### config.mk
export PLATFORM = sky130hd
export DESIGN_NAME = frog_controller
export DESIGN_NICKNAME = d
export VERILOG_FILES = /design/src/rtl/frogger_pkg.sv /design/src/rtl/button_debounce.sv /design/src/rtl/frog_controller.sv
export SDC_FILE = /design/constraint.sdc
export NUM_CORES = 1
export LEC_CHECK = 0
export BUFFER_PORTS_ARGS = -buffer_cell sky130_fd_sc_hd__buf_2
export CAP_MARGIN = 5
export CORE_UTILIZATION = 45
export DETAILED_ROUTE_END_ITERATION = 10
export GPL_TIMING_DRIVEN = 0
export SLEW_MARGIN = 10
export SYNTH_ARGS = -nofsm -noshare
export SYNTH_HDL_FRONTEND = slang
export SYNTH_SLANG_ARGS = --single-unit
### constraint.sdc
create_clock -name clk -period 2.25 [get_ports clk]
set_input_delay 0.1125 -clock clk [delete_from_list [all_inputs] [get_ports clk]]
set_output_delay 0.1125 -clock clk [all_outputs]
set_load 0.01 [all_outputs]
### src/rtl/frogger_pkg.sv
// Shared Frogger constants, game-state encoding and small helpers.
// The collision block takes its tile geometry from here as well.
package frogger_pkg;

    localparam logic [9:0] TILE_SIZE   = 10'd32;
    localparam logic [9:0] SCREEN_W    = 10'd640;
    localparam logic [9:0] SCREEN_H    = 10'd480;
    localparam logic [1:0] START_LIVES = 2'd3;
    localparam logic [3:0] MAX_LEVEL   = 4'd15;

    typedef enum logic [1:0] {
        ALIVE = 2'd0,
        DYING = 2'd1,
        WON   = 2'd2,
        OVER  = 2'd3
    } game_state_e;

    typedef struct packed {
        logic up;
        logic down;
        logic left;
        logic right;
    } btn_vec_t;

    function automatic logic [3:0] level_inc(input logic [3:0] lvl);
        return (lvl == MAX_LEVEL) ? lvl : lvl + 4'd1;
    endfunction

endpackage

### src/rtl/button_debounce.sv
// One push-button: 2-FF synchronizer, consecutive-cycle debounce counter,
// and a registered one-cycle press pulse on the debounced 0->1 edge.
module button_debounce #(
    parameter int unsigned DEBOUNCE_CYCLES = 250000
) (
    input  logic clk,
    input  logic rst,
    input  logic btn_raw,
    output logic level,
    output logic press
);

    localparam int unsigned      CNT_W    = (DEBOUNCE_CYCLES > 1) ? $clog2(DEBOUNCE_CYCLES) : 1;
    localparam logic [CNT_W-1:0] CNT_LAST = CNT_W'(DEBOUNCE_CYCLES - 1);

    logic             sync1_q, sync2_q;
    logic             level_q, level_d;
    logic             level_prev_q;
    logic             press_q, press_d;
    logic [CNT_W-1:0] cnt_q, cnt_d;

    // NOTE: every output of this block gets a default first, so no path can leave it unassigned and infer a latch.
    always_comb begin
        cnt_d   = '0;
        level_d = level_q;
        if (sync2_q != level_q) begin
            if (cnt_q == CNT_LAST) begin
                level_d = sync2_q;
            end else begin
                cnt_d = cnt_q + CNT_W'(1);
            end
        end
        press_d = level_q & ~level_prev_q;
    end

    // NOTE: non-blocking assignments make each flop sample pre-edge values; blocking ones would merge the sync stages.
    always_ff @(posedge clk) begin
        if (rst) begin
            sync1_q      <= 1'b0;
            sync2_q      <= 1'b0;
            level_q      <= 1'b0;
            level_prev_q <= 1'b0;
            press_q      <= 1'b0;
            cnt_q        <= '0;
        end else begin
            sync1_q      <= btn_raw;
            sync2_q      <= sync1_q;
            level_q      <= level_d;
            level_prev_q <= level_q;
            press_q      <= press_d;
            cnt_q        <= cnt_d;
        end
    end

    assign level = level_q;
    assign press = press_q;

endmodule

### src/rtl/frog_controller.sv
// Frog position and game-state sequencer: debounced button moves, lives,
// level count, respawn freeze and game-over handling.
module frog_controller
    import frogger_pkg::*;
#(
    parameter logic [9:0]  START_X         = 10'd320,
    parameter logic [9:0]  START_Y         = 10'd448,
    parameter int unsigned DEBOUNCE_CYCLES = 250000,
    parameter int unsigned RESPAWN_CYCLES  = 12500000
) (
    input  logic       clk,
    input  logic       rst,
    input  logic       btn_up,
    input  logic       btn_down,
    input  logic       btn_left,
    input  logic       btn_right,
    input  logic       death_collision,
    input  logic       win_collision,
    output logic [9:0] frog_x,
    output logic [9:0] frog_y,
    output logic [1:0] lives,
    output logic [3:0] level,
    output logic       frozen,
    output logic       game_over
);

    localparam int unsigned       RESP_W    = (RESPAWN_CYCLES > 1) ? $clog2(RESPAWN_CYCLES) : 1;
    localparam logic [RESP_W-1:0] RESP_LAST = RESP_W'(RESPAWN_CYCLES - 1);
    localparam logic [9:0]        X_MAX     = SCREEN_W - TILE_SIZE;
    localparam logic [9:0]        Y_MAX     = SCREEN_H - TILE_SIZE;

    logic [3:0] raw_v;
    logic [3:0] press_v;
    logic [3:0] unused_level;
    btn_vec_t   press;

    assign raw_v = {btn_up, btn_down, btn_left, btn_right};
    assign press = btn_vec_t'(press_v);

    for (genvar i = 0; i < 4; i++) begin : g_btn
        button_debounce #(
            .DEBOUNCE_CYCLES(DEBOUNCE_CYCLES)
        ) u_debounce (
            .clk    (clk),
            .rst    (rst),
            .btn_raw(raw_v[i]),
            .level  (unused_level[i]),
            .press  (press_v[i])
        );
    end

    game_state_e       state_q, state_d;
    logic [9:0]        x_q, x_d;
    logic [9:0]        y_q, y_d;
    logic [1:0]        lives_q, lives_d;
    logic [3:0]        level_q, level_d;
    logic              frozen_q, frozen_d;
    logic              over_q, over_d;
    logic [RESP_W-1:0] resp_cnt_q, resp_cnt_d;

    always_comb begin
        state_d    = state_q;
        x_d        = x_q;
        y_d        = y_q;
        lives_d    = lives_q;
        level_d    = level_q;
        resp_cnt_d = '0;

        case (state_q)
            ALIVE: begin
                // Death beats win, and either collision beats a move in the same cycle.
                if (death_collision) begin
                    lives_d = lives_q - 2'd1;
                    state_d = (lives_q == 2'd1) ? OVER : DYING;
                end else if (win_collision) begin
                    level_d = level_inc(level_q);
                    state_d = WON;
                end else if (press.up) begin
                    if (y_q != '0) y_d = y_q - TILE_SIZE;
                end else if (press.down) begin
                    if (y_q != Y_MAX) y_d = y_q + TILE_SIZE;
                end else if (press.left) begin
                    if (x_q != '0) x_d = x_q - TILE_SIZE;
                end else if (press.right) begin
                    if (x_q != X_MAX) x_d = x_q + TILE_SIZE;
                end
            end
            DYING, WON: begin
                if (resp_cnt_q == RESP_LAST) begin
                    state_d = ALIVE;
                    x_d     = START_X;
                    y_d     = START_Y;
                end else begin
                    resp_cnt_d = resp_cnt_q + RESP_W'(1);
                end
            end
            OVER: begin
                if (|press_v) begin
                    state_d = ALIVE;
                    x_d     = START_X;
                    y_d     = START_Y;
                    lives_d = START_LIVES;
                    level_d = '0;
                end
            end
            default: state_d = ALIVE;
        endcase

        frozen_d = (state_d == DYING) || (state_d == WON);
        over_d   = (state_d == OVER);
    end

    always_ff @(posedge clk) begin
        if (rst) begin
            state_q    <= ALIVE;
            x_q        <= START_X;
            y_q        <= START_Y;
            lives_q    <= START_LIVES;
            level_q    <= '0;
            frozen_q   <= 1'b0;
            over_q     <= 1'b0;
            resp_cnt_q <= '0;
        end else begin
            state_q    <= state_d;
            x_q        <= x_d;
            y_q        <= y_d;
            lives_q    <= lives_d;
            level_q    <= level_d;
            frozen_q   <= frozen_d;
            over_q     <= over_d;
            resp_cnt_q <= resp_cnt_d;
        end
    end

    assign frog_x    = x_q;
    assign frog_y    = y_q;
    assign lives     = lives_q;
    assign level     = level_q;
    assign frozen    = frozen_q;
    assign game_over = over_q;

endmodule

==> results.json, run 1 <==
{
  "die_h_um": 118.7,
  "routed_via_density": 5.038,
  "wl_um": 11590,
  "fin_crit_sh": 1.012,
  "violations": "setup timing",
  "power.density_nw_per_um2": 791.1,
  "clockRootBuffer": "clkbuf_16",
  "nNetsFinal": 777,
  "drc": 0,
  "final_max_slew_viol_count": 0,
  "grt-ovfl-total": 0,
  "gp_congestion": 0.7988,
  "rsz0062_at_grt": "yes",
  "final_layout_size_suffix_gt1_frac": 0.1298,
  "fp-row-count": 42,
  "die_area_um2": 14090,
  "drtIter0Drc": 172,
  "max_cap_viol_count": 0,
  "clk_pin_slew_ns": 0.06,
  "seq_area_frac_synth": 0.4443,
  "yosys.cell_types.count": 54,
  "setup_viol": 2,
  "critPathSlowestCell": "or4_4",
  "grtUsageTotal": 0.1761,
  "num_vias": 4736,
  "yosys_warnings": 0,
  "max_stage_delay_ns": 0.52,
  "grt_pass1_wl_um": 20110,
  "cts_sinks": 136,
  "ys_async_sr_fraction": 0,
  "end_kind": "register",
  "place_inst": 902,
  "final_cells": 940,
  "hp-class": "primary input to register",
  "finalHoldViolations": 0,
  "synth_ff_type": "dfxtp_1",
  "grt_pass1_vias": 4546,
  "cts.path.max_buffers": 2,
  "hold_depth": 3,
  "ir_drop_uv": 552.2,
  "area_growth_pct": 18.13,
  "total_leakage_power_nw": 2.511,
  "worstPathMaxFanout": 7,
  "yosysTopAreaCellShare": 0.4443,
  "fin_skew_ns": 0.006757,
  "initial_core_util": 0.4628,
  "arrival_ns": 2.62,
  "grt_max_degree": 17,
  "post-dp-hpwl_um": 8207,
  "cp.required_ns": 2.59,
  "setup_slack_ns": -0.02659,
  "synth-seq-cells": 136,
  "port_buffers": 25,
  "syn_avg_cell_area_um2": 8.856,
  "total_power_mw": 5.727,
  "crit_chain": "or4_4 > nand4bb_1 > o22a_1 > buf_6 > buf_4 > or4_4 > a21oi_2",
  "dpl_worst_slack_ns": -0.1926,
  "wl_per_cell_um": 12.33,
  "synth_most_common_cell": "nor2_1",
  "antenna_found_initial": 1,
  "path_common_cell": "or4_4",
  "fmax_ghz": 0.4393,
  "worst_setup_path_start_kind": "register",
  "cts_tree": "built",
  "tns_ns": -0.04713,
  "syn_inst": 692,
  "yosysTopAreaCell": "dfxtp_1",
  "synth_area_um2": 6128,
  "synth-edff-count": 0,
  "dr.pass1.iters": 5,
  "dieWidth_um": 118.7,
  "period_needed_ns": 2.277,
  "ios": 36,
  "synth_area_leaders": "dfxtp_1, nor2_1, xnor2_1",
  "relSlewSlack": 0.5943,
  "worstMarginPinSlew_ns": 0.6030,
  "reg2regPathDepth": 7,
  "cts_buffers": 17,
  "synth_common_cells": "nor2_1, dfxtp_1, xnor2_1",
  "path_class": "register to register",
  "htree_levels": 4,
  "ant_nets": 0,
  "final_core_util": 0.5467,
  "clkLatencyLatePin_ns": 0.41,
  "status": "complete, but fails checks",
  "fp.coreArea_um2": 13240,
  "nFillCells": 1259
}
==> area by class of cell <==
class	instances	area, µm²	area share
timing repair buffer	32	187.7	0.02592
buffer	27	155.1	0.02143
multi-input combinational	518	3272	0.4520
antenna	1	2.502	0.0003457
sequential	136	2728	0.3768
tap	176	220.2	0.03042
inverter	18	67.56	0.009333
clock buffer	20	466.7	0.06447
clock inverter	12	140.1	0.01936
==> kinds of logic after synthesis <==
family          share of synthesized area
simple gates                       0.2777
flops                              0.4443
buf+inv                           0.03654
fa+ha+maj                         0.04124
mux                               0.02164
compound gates                    0.04227
other cells                     0.0006119
xor+xnor                           0.1358
==> where the power goes <==
group | total (mW) | leakage (nW) | switching [mW] | internal (mW)
sequential | 2.50 | 1.10 | 0.0432 | 2.45
clock | 2.80 | 0.290 | 1.07 | 1.73
combinational | 0.434 | 1.12 | 0.239 | 0.194
==> final timing paths <==
check	from	endpoint	slack, ns
worst max register to register	resp_cnt_q[14]	frog_y[5]	-0.03
worst min register to register	g_btn[2].u_debounce.level_prev_q	g_btn[2].u_debounce.press	0.38
worst max-delay path	resp_cnt_q[14]	frog_y[5]	-0.03
worst min-delay path	death_collision	state_q[0]	0.06
==> flip-flops by register name (all words and copies together), names as in the netlist <==
signal                         count
frog_y                             5
g_btn.u_debounce.cnt_q            72
g_btn.u_debounce.level             4
g_btn.u_debounce.sync1_q           4
game_over                          1
g_btn.u_debounce.level_prev_q      4
state_q                            2
resp_cnt_q                        24
level                              4
lives                              2
frog_x                             5
g_btn.u_debounce.sync2_q           4
g_btn.u_debounce.press             4
frozen                             1
==> cell usage in the layout, fill, tap and decap left out, types with 11 or more instances in the layout <==
cell type / n
nand4_1: 18
nor2b_1: 22
nor3_1: 21
xor2_1: 45
buf_4: 13
mux2i_1: 11
nand3_1: 42
inv_1: 18
buf_2: 28
dfxtp_1: 132
ha_1: 15
nand2_1: 36
clkbuf_16: 17
xnor2_1: 50
nor2_1: 138
==> worst max-delay path: cells and delay by family (launching register included) <==
family                 cells  cell delay, ns
AO/OA/AOI/OAI              2            0.37
AND/OR/NAND/NOR            3            1.22
flip-flops                 1            0.32
buffers and inverters      2            0.29
==> through the flow <==
| step | hold WS, ns | cell area (µm²) |
|---|---|---|
| final | 0.06346 | 7239 |
| after global routing | 0.05766 | 7237 |
| after CTS | 0.03701 | 7198 |
| after detailed placement | 0.3302 | 6507 |
| after global placement | 0.3370 | 6507 |
| after floorplan | 0.2407 | 6162 |
==> routing by layer <==
metal | part of all wire | track usage | up-vias
met4 | 0.010 | 0.05222 | 0
met2 | 0.47 | 0.2986 | 76
met1 | 0.48 | 0.2117 | 2208
met5 | 0 | 0 | -
li1 | - | - | 2442
met3 | 0.043 | 0.05647 | 10
==> repair_timing <==
item | CTS | global route
endpoints found under the setup margin | 23 | 67
pin swaps | 7 | 1
endpoints found under the hold margin | 4 | 0
hold buffers | 4 | 0
gates resized for setup | 8 | 16
buffers inserted | 3 | 0
No activity file was read; power rests on OpenSTA's default activity.
==> run 2: changes to the inputs <==
Settings changed: CELL_PAD_IN_SITES_DETAIL_PLACEMENT set to 2, CELL_PAD_IN_SITES_GLOBAL_PLACEMENT set to 2, CORE_UTILIZATION 45 to 34, PLACE_DENSITY_LB_ADDON set to 0.1.
==> results.json, run 2 (synthesis gave the netlist of run 1 again) <==
{
  "period_needed_ns": 2.238,
  "gp_congestion": 0.7697,
  "grt_pass1_vias": 5464,
  "dr.pass1.iters": 4,
  "initial_core_util": 0.3507,
  "die_area_um2": 18570,
  "nNetsFinal": 779,
  "grt_max_degree": 19,
  "setup_slack_ns": 0.01159,
  "clkLatencyLatePin_ns": 0.42,
  "antenna_found_initial": 1,
  "arrival_ns": 2.52,
  "ir_drop_uv": 518.0,
  "grt_use_met3": 0.04251,
  "fin_skew_ns": 0.01053,
  "nFillCells": 1931,
  "status": "complete, no violations",
  "worstPathMaxFanout": 5,
  "wl_per_cell_um": 15.63,
  "fmax_ghz": 0.4467,
  "dpl_worst_slack_ns": -0.2371,
  "routed_via_density": 5.016,
  "finalHoldViolations": 0,
  "worstMarginPinSlew_ns": 0.6921,
  "final_max_slew_viol_count": 0,
  "final_layout_size_suffix_gt1_frac": 0.1429,
  "regMostFlops": "g_btn.u_debounce.cnt_q",
  "rsz0062_at_grt": "yes",
  "cts_tree": "built",
  "grtUsageTotal": 0.1838,
  "final_cell_mix": "nor2_1, dfxtp_1, xnor2_1, xor2_1, nand3_1",
  "grt-ovfl-total": 0,
  "cts_buffers": 17,
  "use_met1": 0.2216,
  "switchingPower_mw": 1.378,
  "top_usage_layer": "met2",
  "grt_pass1_wl_um": 26680,
  "use_met2": 0.3173,
  "fin_crit_sh": 0.9948,
  "area_growth_pct": 19.21,
  "port_buffers": 25,
  "final_cells": 989,
  "max_cap_viol_count": 0,
  "hp-class": "primary input to register",
  "total_leakage_power_nw": 2.508,
  "fp-row-count": 48,
  "worst_setup_path_start_kind": "register",
  "p_seq_frac": 0.448,
  "post-dp-hpwl_um": 10960,
  "path_class": "register to register",
  "setup_viol": 0,
  "relSlewSlack": 0.5386,
  "switching_share": 0.2471,
  "intPower_mw": 4.199,
  "dieWidth_um": 136.3,
  "clockRootBuffer": "clkbuf_16",
  "fp.coreArea_um2": 17480,
  "drtIter0Drc": 166,
  "cts.path.max_buffers": 2,
  "die_h_um": 136.3,
  "end_kind": "register",
  "cts_sinks": 136,
  "drc": 0,
  "power_frac_comb": 0.087,
  "ant_nets": 0,
  "ios": 36,
  "cp.required_ns": 2.53,
  "clkPwrFrac": 0.465,
  "clk_pin_slew_ns": 0.06,
  "final_common_cell": "nor2_1",
  "top_regs": "g_btn.u_debounce.cnt_q (72), resp_cnt_q (24)",
  "place_inst": 951,
  "power.density_nw_per_um2": 763.3,
  "largest_reg_flops": 72,
  "wl_um": 15460,
  "htree_levels": 4,
  "num_vias": 4961
}
-- run 2: layer usage --
metal / share of wire / wire length (µm) / up-vias
met5: 0 / 0 / -
met4: 0.010 / 159 / 0
met3: 0.026 / 407 / 14
met2: 0.50 / 7784 / 40
met1: 0.46 / 7109 / 2456
li1: - / - / 2451
-- run 2: through the flow --
step / util / hold WS [ns] / setup TNS [ns] / total power, mW / cell area, µm²
floorplan: - / 0.2407 / 0 / 2.828 / 6162
global placement: 0.3759 / 0.3303 / -2.730 / 2.948 / 6569
detailed placement: 0.3759 / 0.3354 / -4.768 / 2.964 / 6569
CTS: 0.4137 / 0.03239 / -0.08754 / 5.626 / 7231
global route: 0.4179 / 0.1013 / -0.09494 / 5.820 / 7303
finish: 0.4180 / 0.07730 / 0 / 5.576 / 7306
-- run 2: worst paths after layout --
path              slack (ns)  cells past startpoint                        end                        startpoint
setup / recovery        0.01                      8                     frozen                    resp_cnt_q[14]
hold / removal          0.08                      3                 state_q[0]                   death_collision
setup reg to reg        0.01                      8                     frozen                    resp_cnt_q[14]
hold reg to reg         0.39                      1  g_btn[1].u_debounce.press  g_btn[1].u_debounce.level_prev_q
-- run 2: area by class of cell --
class	count	area (µm²)	share of cell area
clock inverters	12	106.4	0.01456
multi-input cells	518	3312	0.4533
well taps	225	281.5	0.03853
plain buffers	25	147.6	0.02021
repair buffers	36	217.7	0.02980
diodes	1	2.502	0.0003425
clock buffers	18	439.2	0.06011
flip-flops and latches	136	2731	0.3739
inverters	18	67.56	0.009248
-- run 2: timing repair --
action,CTS,global route
pin swaps,7,6
setup endpoints to repair,66,55
setup buffers,6,1
resized for setup,15,17
hold buffers,4,0
endpoints found under the hold margin,4,0
-- run 2: power groups by stage --
| stage | clock network, mW | registers (mW) | logic [mW] |
|---|---|---|---|
| detailed placement | 0 | 2.55 | 0.415 |
| finish | 2.59 | 2.50 | 0.487 |
| floorplan | 0 | 2.55 | 0.280 |
| global route | 2.77 | 2.50 | 0.541 |
| global placement | 0 | 2.54 | 0.403 |
| CTS | 2.67 | 2.50 | 0.463 |
-- run 2: worst max-delay path, cell delays in order (launching register included) --
cell and delay, ns:
dfxtp_2 0.32, or4_4 0.52, nand4bb_1 0.20, o22a_1 0.22, buf_6 0.15, o211ai_1 0.20, nand2_1 0.14, ha_4 0.23
nor2b_4 0.12
